[src/rtl/s3g_tx_buf_if.sv]
// ============================================================================
// Module      : s3g_tx_buf_if
// Description : Host/UART signal bundle for the buffered S3G packet
//               transmitter.
//               master : host + UART side (drives writes, requests, tx_done)
//               slave  : s3g_tx_buf (drives status and UART byte stream)
//               Ports  : wr_en/wr_addr/wr_data  buffer write port
//                        payload_len/packet_wr  send request
//                        busy/packet_sent/len_err  status
//                        tx_data/tx_wr/tx_done  UART byte handshake
//               Macro S3G_TX_STATS_EN adds pkt_count/err_count.
// Revision    : 1.0 - initial release
// ============================================================================
`timescale 1ns/1ps
`default_nettype none

interface s3g_tx_buf_if #(
  parameter int ADDR_W = 5
);
  logic              wr_en;
  logic [ADDR_W-1:0] wr_addr;
  logic [7:0]        wr_data;
  logic [7:0]        payload_len;
  logic              packet_wr;
  logic              busy;
  logic              packet_sent;
  logic              len_err;
  logic [7:0]        tx_data;
  logic              tx_wr;
  logic              tx_done;
`ifdef S3G_TX_STATS_EN
  logic [15:0]       pkt_count;
  logic [7:0]        err_count;

  modport master (
    output wr_en, wr_addr, wr_data, payload_len, packet_wr, tx_done,
    input  busy, packet_sent, len_err, tx_data, tx_wr, pkt_count, err_count
  );
  modport slave (
    input  wr_en, wr_addr, wr_data, payload_len, packet_wr, tx_done,
    output busy, packet_sent, len_err, tx_data, tx_wr, pkt_count, err_count
  );
`else
  modport master (
    output wr_en, wr_addr, wr_data, payload_len, packet_wr, tx_done,
    input  busy, packet_sent, len_err, tx_data, tx_wr
  );
  modport slave (
    input  wr_en, wr_addr, wr_data, payload_len, packet_wr, tx_done,
    output busy, packet_sent, len_err, tx_data, tx_wr
  );
`endif
endinterface

`default_nettype wire

[src/rtl/s3g_tx_buf.sv]
// ============================================================================
// Module      : s3g_tx_buf
// Description : Buffered S3G packet transmitter. Host writes payload bytes
//               into an internal buffer, then pulses packet_wr; the block
//               sends START_BYTE, length, payload and Maxim CRC-8 of the
//               payload to the UART, one byte per tx_wr/tx_done handshake.
//               Ports  : clk, rst (sync, active high), bus (slave modport of
//                        s3g_tx_buf_if: buffer write, send request, status,
//                        UART tx_data/tx_wr/tx_done).
//               Macro S3G_TX_STATS_EN adds pkt_count (wrapping) and
//               err_count (saturating) statistics outputs.
// Revision    : 1.0 - initial release
// ============================================================================
`timescale 1ns/1ps
`default_nettype none

module s3g_tx_buf #(
  parameter int         MAX_PAYLOAD = 32,
  parameter int         ADDR_W      = 5,
  parameter logic [7:0] START_BYTE  = 8'hD5
) (
  input  wire logic   clk,
  input  wire logic   rst,
  s3g_tx_buf_if.slave bus
);

  localparam logic [7:0]    MAX_LEN_C = 8'(MAX_PAYLOAD);
  localparam logic [ADDR_W:0] DEPTH_C = (ADDR_W+1)'(MAX_PAYLOAD);

  typedef enum logic [2:0] {
    S_IDLE  = 3'd0,
    S_START = 3'd1,
    S_LEN   = 3'd2,
    S_DATA  = 3'd3,
    S_CRC   = 3'd4
  } state_t;

  state_t     state_q, state_d;
  logic [7:0] len_q, len_d;
  logic [7:0] crc_q, crc_d;
  logic [7:0] idx_q, idx_d;
  logic [7:0] tx_data_q, tx_data_d;
  logic       busy_q, busy_d;
  logic       sent_q, sent_d;
  logic       len_err_q, len_err_d;
  logic       tx_wr_q, tx_wr_d;

  logic [7:0] mem [0:MAX_PAYLOAD-1];
  logic [7:0] rd_idx;
  logic [7:0] rd_byte;
  logic       len_ok;

  // Maxim/Dallas CRC-8, reflected polynomial 0x8C, one byte per call.
  function automatic logic [7:0] crc8_byte(input logic [7:0] crc_in,
                                           input logic [7:0] b);
    logic [7:0] c;
    c = crc_in ^ b;
    for (int k = 0; k < 8; k++) begin
      c = c[0] ? ((c >> 1) ^ 8'h8C) : (c >> 1);
    end
    return c;
  endfunction

  // Buffer is frozen while a packet is in flight so the CRC matches the bytes.
  always_ff @(posedge clk) begin
    if (bus.wr_en && !busy_q && ({1'b0, bus.wr_addr} < DEPTH_C)) begin
      mem[bus.wr_addr] <= bus.wr_data;
    end
  end

  // Byte to be issued on the next tx_done: buf[0] when leaving LEN,
  // buf[idx+1] when advancing inside DATA.
  always_comb begin
    rd_idx = 8'd0;
    if (state_q == S_DATA) begin
      rd_idx = idx_q + 8'd1;
    end
  end

  assign rd_byte = mem[rd_idx[ADDR_W-1:0]];
  assign len_ok  = (bus.payload_len != 8'd0) && (bus.payload_len <= MAX_LEN_C);

  always_comb begin
    state_d   = state_q;
    len_d     = len_q;
    crc_d     = crc_q;
    idx_d     = idx_q;
    tx_data_d = tx_data_q;
    busy_d    = busy_q;
    sent_d    = 1'b0;
    len_err_d = 1'b0;
    tx_wr_d   = 1'b0;
    case (state_q)
      S_IDLE: begin
        if (bus.packet_wr) begin
          if (len_ok) begin
            state_d   = S_START;
            len_d     = bus.payload_len;
            crc_d     = 8'd0;
            idx_d     = 8'd0;
            busy_d    = 1'b1;
            tx_wr_d   = 1'b1;
            tx_data_d = START_BYTE;
          end else begin
            len_err_d = 1'b1;
          end
        end
      end
      S_START: begin
        if (bus.tx_done) begin
          state_d   = S_LEN;
          tx_wr_d   = 1'b1;
          tx_data_d = len_q;
        end
      end
      S_LEN: begin
        if (bus.tx_done) begin
          state_d   = S_DATA;
          tx_wr_d   = 1'b1;
          tx_data_d = rd_byte;
          crc_d     = crc8_byte(crc_q, rd_byte);
        end
      end
      S_DATA: begin
        if (bus.tx_done) begin
          tx_wr_d = 1'b1;
          if (idx_q == len_q - 8'd1) begin
            // CRC register already holds every payload byte.
            state_d   = S_CRC;
            tx_data_d = crc_q;
          end else begin
            idx_d     = idx_q + 8'd1;
            tx_data_d = rd_byte;
            crc_d     = crc8_byte(crc_q, rd_byte);
          end
        end
      end
      S_CRC: begin
        if (bus.tx_done) begin
          state_d = S_IDLE;
          busy_d  = 1'b0;
          sent_d  = 1'b1;
        end
      end
      default: state_d = S_IDLE;
    endcase
  end

  always_ff @(posedge clk) begin
    if (rst) begin
      state_q   <= S_IDLE;
      len_q     <= 8'd0;
      crc_q     <= 8'd0;
      idx_q     <= 8'd0;
      tx_data_q <= 8'd0;
      busy_q    <= 1'b0;
      sent_q    <= 1'b0;
      len_err_q <= 1'b0;
      tx_wr_q   <= 1'b0;
    end else begin
      state_q   <= state_d;
      len_q     <= len_d;
      crc_q     <= crc_d;
      idx_q     <= idx_d;
      tx_data_q <= tx_data_d;
      busy_q    <= busy_d;
      sent_q    <= sent_d;
      len_err_q <= len_err_d;
      tx_wr_q   <= tx_wr_d;
    end
  end

  assign bus.busy        = busy_q;
  assign bus.packet_sent = sent_q;
  assign bus.len_err     = len_err_q;
  assign bus.tx_data     = tx_data_q;
  assign bus.tx_wr       = tx_wr_q;

`ifdef S3G_TX_STATS_EN
  logic [15:0] pkt_count_q;
  logic [7:0]  err_count_q;

  // Counters step together with the packet_sent / len_err pulses they count.
  always_ff @(posedge clk) begin
    if (rst) begin
      pkt_count_q <= 16'd0;
      err_count_q <= 8'd0;
    end else begin
      if (sent_d) begin
        pkt_count_q <= pkt_count_q + 16'd1;
      end
      if (len_err_d && (err_count_q != 8'hFF)) begin
        err_count_q <= err_count_q + 8'd1;
      end
    end
  end

  assign bus.pkt_count = pkt_count_q;
  assign bus.err_count = err_count_q;
`endif

endmodule

`default_nettype wire
[src/flat_wrapper.sv]
// flat-port wrapper written by rule: the top's interface ports become plain ports
module s3g_tx_buf_flat 
#(
  parameter int         MAX_PAYLOAD = 32,
  parameter int         ADDR_W      = 5,
  parameter logic [7:0] START_BYTE  = 8'hD5
)
  (clk, rst, bus_wr_en, bus_wr_addr, bus_wr_data, bus_payload_len, bus_packet_wr, bus_tx_done, bus_busy, bus_packet_sent, bus_len_err, bus_tx_data, bus_tx_wr);
  s3g_tx_buf_if #(.ADDR_W(ADDR_W)) bus_i ();
  input  wire logic clk;
  input  wire logic rst;
  input wire logic [$bits(bus_i.wr_en)-1:0] bus_wr_en;
  input wire logic [$bits(bus_i.wr_addr)-1:0] bus_wr_addr;
  input wire logic [$bits(bus_i.wr_data)-1:0] bus_wr_data;
  input wire logic [$bits(bus_i.payload_len)-1:0] bus_payload_len;
  input wire logic [$bits(bus_i.packet_wr)-1:0] bus_packet_wr;
  input wire logic [$bits(bus_i.tx_done)-1:0] bus_tx_done;
  output wire logic [$bits(bus_i.busy)-1:0] bus_busy;
  output wire logic [$bits(bus_i.packet_sent)-1:0] bus_packet_sent;
  output wire logic [$bits(bus_i.len_err)-1:0] bus_len_err;
  output wire logic [$bits(bus_i.tx_data)-1:0] bus_tx_data;
  output wire logic [$bits(bus_i.tx_wr)-1:0] bus_tx_wr;
  assign bus_i.wr_en = bus_wr_en;
  assign bus_i.wr_addr = bus_wr_addr;
  assign bus_i.wr_data = bus_wr_data;
  assign bus_i.payload_len = bus_payload_len;
  assign bus_i.packet_wr = bus_packet_wr;
  assign bus_i.tx_done = bus_tx_done;
  assign bus_busy = bus_i.busy;
  assign bus_packet_sent = bus_i.packet_sent;
  assign bus_len_err = bus_i.len_err;
  assign bus_tx_data = bus_i.tx_data;
  assign bus_tx_wr = bus_i.tx_wr;
  s3g_tx_buf #(.MAX_PAYLOAD(MAX_PAYLOAD), .ADDR_W(ADDR_W), .START_BYTE(START_BYTE)) u_core (.clk(clk), .rst(rst), .bus(bus_i));
endmodule
[config.mk]
export PLATFORM = sky130hd
export DESIGN_NAME = s3g_tx_buf_flat
export DESIGN_NICKNAME = d
export VERILOG_FILES = /design/src/rtl/s3g_tx_buf_if.sv /design/src/rtl/s3g_tx_buf.sv /design/src/flat_wrapper.sv
export SDC_FILE = /design/constraint.sdc
export NUM_CORES = 1
export LEC_CHECK = 0
export CAP_MARGIN = 25
export CORE_ASPECT_RATIO = 2
export CORE_MARGIN = 8
export CORE_UTILIZATION = 35
export DETAILED_ROUTE_END_ITERATION = 7
export SLEW_MARGIN = 15
export SYNTH_ARGS = -nofsm -noshare
export SYNTH_HDL_FRONTEND = slang
export SYNTH_SLANG_ARGS = --single-unit
export TNS_END_PERCENT = 5
[constraint.sdc]
create_clock -name clk -period 8.7 [get_ports clk]
set_input_delay 1.74 -clock clk [delete_from_list [all_inputs] [get_ports clk]]
set_output_delay 1.74 -clock clk [all_outputs]
set_load 0.1 [all_outputs]
==> metrics.md <==
| Metric | Value |
|---|---|
| Distinct cell type count of the synthesized netlist | `87` |
| Count of flip-flops with a built-in enable after synthesis | `256` |
| DRC | `0` |
| Fin. max-slew vios | `0` |
| Leading area contributor after synthesis | `edfxtp_1` |
| Hold Vio Cnt, Final | `0` |
| Period minus WS final | `4.43 ns` |
| Synth top area cells | `edfxtp_1 60%, dfxtp_1 6.1%, mux2i_1 3.5%, nand2_1 2.7%, nor2_1 2.4%` |
| Average wire length per cell after detail routing | `24.7 µm` |
| Cells after synthesis | `~950` |
| Detailed-route via count | `8204` |
| Critical path class | `register to register` |
| Net count of the finished layout | `1007` |
| Worst slew margin relative to its limit | `slightly above 30%` |
| Synth top area share | `between 60 and 70%` |
| Post-route total power | `2.99 mW` |
| Average via count per standard cell | `around 5.6` |
| Routed Wire Length | `35.9 mm` |
| Count of port buffers added during placement | `37` |
| Cell Area, Placed | `about 14000 µm²` |
| Initial Utilization | `35.3%` |
| Worst-path maximum fanout | `43` |
| Number of antenna diodes | `0` |
| Delay contributed by the slowest stage of the critical path | `0.72 ns` |
| Adder-cell share of the synthesized area | `less than 1%` |
| Met3 demand-to-capacity share in global routing | `1.45%` |
| Required time of the worst setup path | `~9 ns` |
| Most used standard cells in the synthesized netlist | `256 x edfxtp_1, 91 x nand2_1, 83 x nor2_1, 45 x mux2i_1, 39 x dfxtp_1` |
| Global-route wire length before repair | `53.5 mm` |
| Leakage | `approximately 4.6 nW` |
| XOR/XNOR Fraction of Synth Area | `3.01%` |
| Standard-cell rows | `99` |
| Largest family of logic cells by synthesized area | `simple AND/OR/NAND/NOR gates` |
| Cell family with most CP delay | `simple AND/OR/NAND/NOR gates` |
| Iteration count of the initial detailed-routing pass | `5` |
| Routability congestion estimate from global placement | `0.859` |
| PwrDens | `205 nW/µm²` |
| Critical Path, Cell by Cell | `buf_4, and3_1, mux2i_1, buf_4, o21ai_1, nor3_1, o21ai_0, o211ai_2, xnor3_1, xnor2_2, xor2_1, o21ai_1` |
| Floorplan Core Area | `36300 µm²` |
| Number of global-route vias before repair | `8259` |
| Yosys reg bits | `~300` |
| Data arrival time of the worst path | `slightly below 5 ns` |
| Die span in y | `286 µm` |
| Clock latency at the later pin of the worst-skew pair | `0.55 ns` |
| Sinks on the clock net | `between 200 and 300` |
| Fin crit share | `50.9%` |
| Result of the run | `completed` |
| Maximum vdd ir drop | `0.168 mV` |
| Clk buf depth | `3` |
| Setup repair after global routing missed its margin | `false` |
| Synthesized area per cell | `13.5 µm²` |
| Maximum number of pins on one net before global-route repair | `60` |
| Met2 Usage GRT | `31.5%` |
| Netlist area before placement | `between 10000 and 15000 µm²` |
| Complex-gate fraction of the synthesized area | `10.9%` |
| Most frequent cell after synthesis | `edfxtp_1` |
| Critical Path Start | `u_core.idx_q[0]` |
| Drt initial violations | `~630` |
| Worst hold-check path type | `register to register` |
| Portion of netlist area occupied by mux cells | `5.63%` |
| Root buf cell | `clkbuf_16` |
| Number of gates resized after CTS | `0` |
| Global routing usage summed across all routing layers | `around 17%` |
| Crit Reg-Reg Startpoint | `u_core.idx_q[0]` |
| Number of buffers created by CTS | `27` |
| Top Usage Layer GRT | `met2` |
| Area of the die | `43300 µm²` |
| Largest clock skew in the final design | `approximately 0.010 ns` |
| Setup crit start kind | `register` |
| Setup tns final | `0 ns` |
| Top-level I/O count | `38` |
| Ys Warns | `0` |
| Number of buffers added to fix hold violations after cts | `0` |
| Final HPWL DP | `~24 mm` |
| Horizontal extent of the die | `151 µm` |
| TritonCTS clock tree | `built` |
| Post-route cell area | `14500 µm²` |
| Post-CTS clock slew at the launch and capture registers of the worst setup and hold paths | `0.07 ns` |
| Area delta synth->final | `13.6%` |
| Max H-tree Level | `1` |
| Synthesized netlist net count | `roughly 1000` |
| Number of antenna violations at the first check in global routing | `0` |
| Origin of the worst min-delay path | `u_core.bus.tx_data[3]` |
| Number of violations of the max-capacitance limit | `0` |
| Post-CTS Setup Repair Bufs | `0` |
| Predominant post-synthesis flop cell | `edfxtp_1` |
| Worst-margin pin slew | `1.04 ns` |
| Number of buffer and inverter stages on the critical path | `2` |
| Slowest stage cell, crit path | `nor3_1` |
| Final global-route overflow total | `0` |
| Met1 GRT Util | `16.8%` |
| Number of fill cells | `3320` |
| Fraction of layout cells with a size suffix above 1 | `11.4%` |
| ANT nets after route | `0` |
| Final Setup Violations | `0` |
| Highest clock rate | `approximately 230 MHz` |
| Ys async rst share | `0%` |
| Post-synthesis share of cell area spent on and, or, nand and nor gates | `between 10% and 20%` |
| Sort of element at the end of the critical path | `register` |
| Share of the yosys chip area belonging to registers | `66.1%` |
logic make-up (layout without fill, tap and decap cells):
logic type	after synthesis	after routing
compound gates	193	193
simple gates	291	291
flops	295	295
fa+ha+maj	2	2
xor+xnor	34	34
mux	64	64
buf+inv	70	121
per-layer routing:
metal / up-vias / wire [µm]
li1: 3715 / -
met1: 4098 / 12000
met2: 292 / 19900
met3: 99 / 1540
met4: 0 / 2410
met5: - / 0
sequential cells by signal, indices dropped and copies added, names as in the netlist:
| signal | count |
|---|---|
| u_core.bus.tx_wr | 1 |
| u_core.bus.busy | 1 |
| u_core.bus.tx_data | 8 |
| u_core.mem | 256 |
| u_core.idx_q | 8 |
| u_core.len_q | 8 |
| u_core.state_q | 3 |
| u_core.bus.packet_sent | 1 |
| u_core.bus.len_err | 1 |
| u_core.crc_q | 8 |
area by class of cell:
cell class	instances	area [µm²]	area share, %
tap	454	568	3.90
inverter	10	37.5	0.258
multi-input combinational	584	3950	27.1
timing repair buffer	61	558	3.84
clock buffer	29	683	4.70
sequential	295	8470	58.2
clock inverter	21	285	1.96
path summary, 6_finish.rpt:
check,to,cells past startpoint,slack [ns]
max,u_core.crc_q[2],12,4.27
min,u_core.bus.tx_data[3],2,0.49
max reg2reg,u_core.crc_q[2],12,4.27
min reg2reg,u_core.bus.tx_data[3],2,0.49
through the flow:
stage,instances,hold slack [ns],setup slack [ns],util [%]
4_1_cts,1453,0.495,4.22,40.0
6_report,1454,0.493,4.27,40.1
3_5_place_dp,1403,0.481,3.71,37.4
2_1_floorplan,949,0.447,4.51,-
3_3_place_gp,1403,0.477,3.80,37.4
5_1_grt,1454,0.531,4.05,40.1
cells in the final DEF (no fill, tap or decap), types with 6 or more instances in the layout:
master / instances
inv_1: 9
nand2_1: 91
nand3_1: 20
nor4_1: 7
nor3_1: 21
mux2i_1: 45
a31oi_1: 16
or3_1: 9
o22ai_1: 7
o21ai_0: 22
buf_4: 23
a211oi_1: 17
clkbuf_16: 27
nor2_1: 83
o21ai_1: 6
nand2b_1: 10
a221oi_1: 18
edfxtp_1: 256
o221ai_1: 8
a2bb2oi_1: 7
xor2_1: 8
clkdlybuf4s50_1: 37
nand3b_1: 6
bufinv_16: 6
xnor2_1: 17
a21oi_1: 38
nor2b_1: 6
mux2_2: 14
dfxtp_1: 38
and3_1: 10
power breakdown:
part	total (mW)	leakage [nW]	internal [mW]	switching, mW
Combinational	0.141	1.55	0.0423	0.0989
Sequential	1.56	2.62	1.55	0.00978
Clock	1.28	0.464	0.754	0.531
Total	2.99	4.64	2.35	0.639
worst register-to-register path: stages (launching register included):
cell      delay (ns)
dfxtp_2         0.54
buf_4           0.59
and3_1          0.35
mux2i_1         0.21
buf_4           0.24
o21ai_1         0.31
nor3_1          0.72
o21ai_0         0.20
o211ai_2        0.14
xnor3_1         0.50
xnor2_2         0.25
xor2_1          0.19
o21ai_1         0.07
Power figures use the tool's default switching activity.
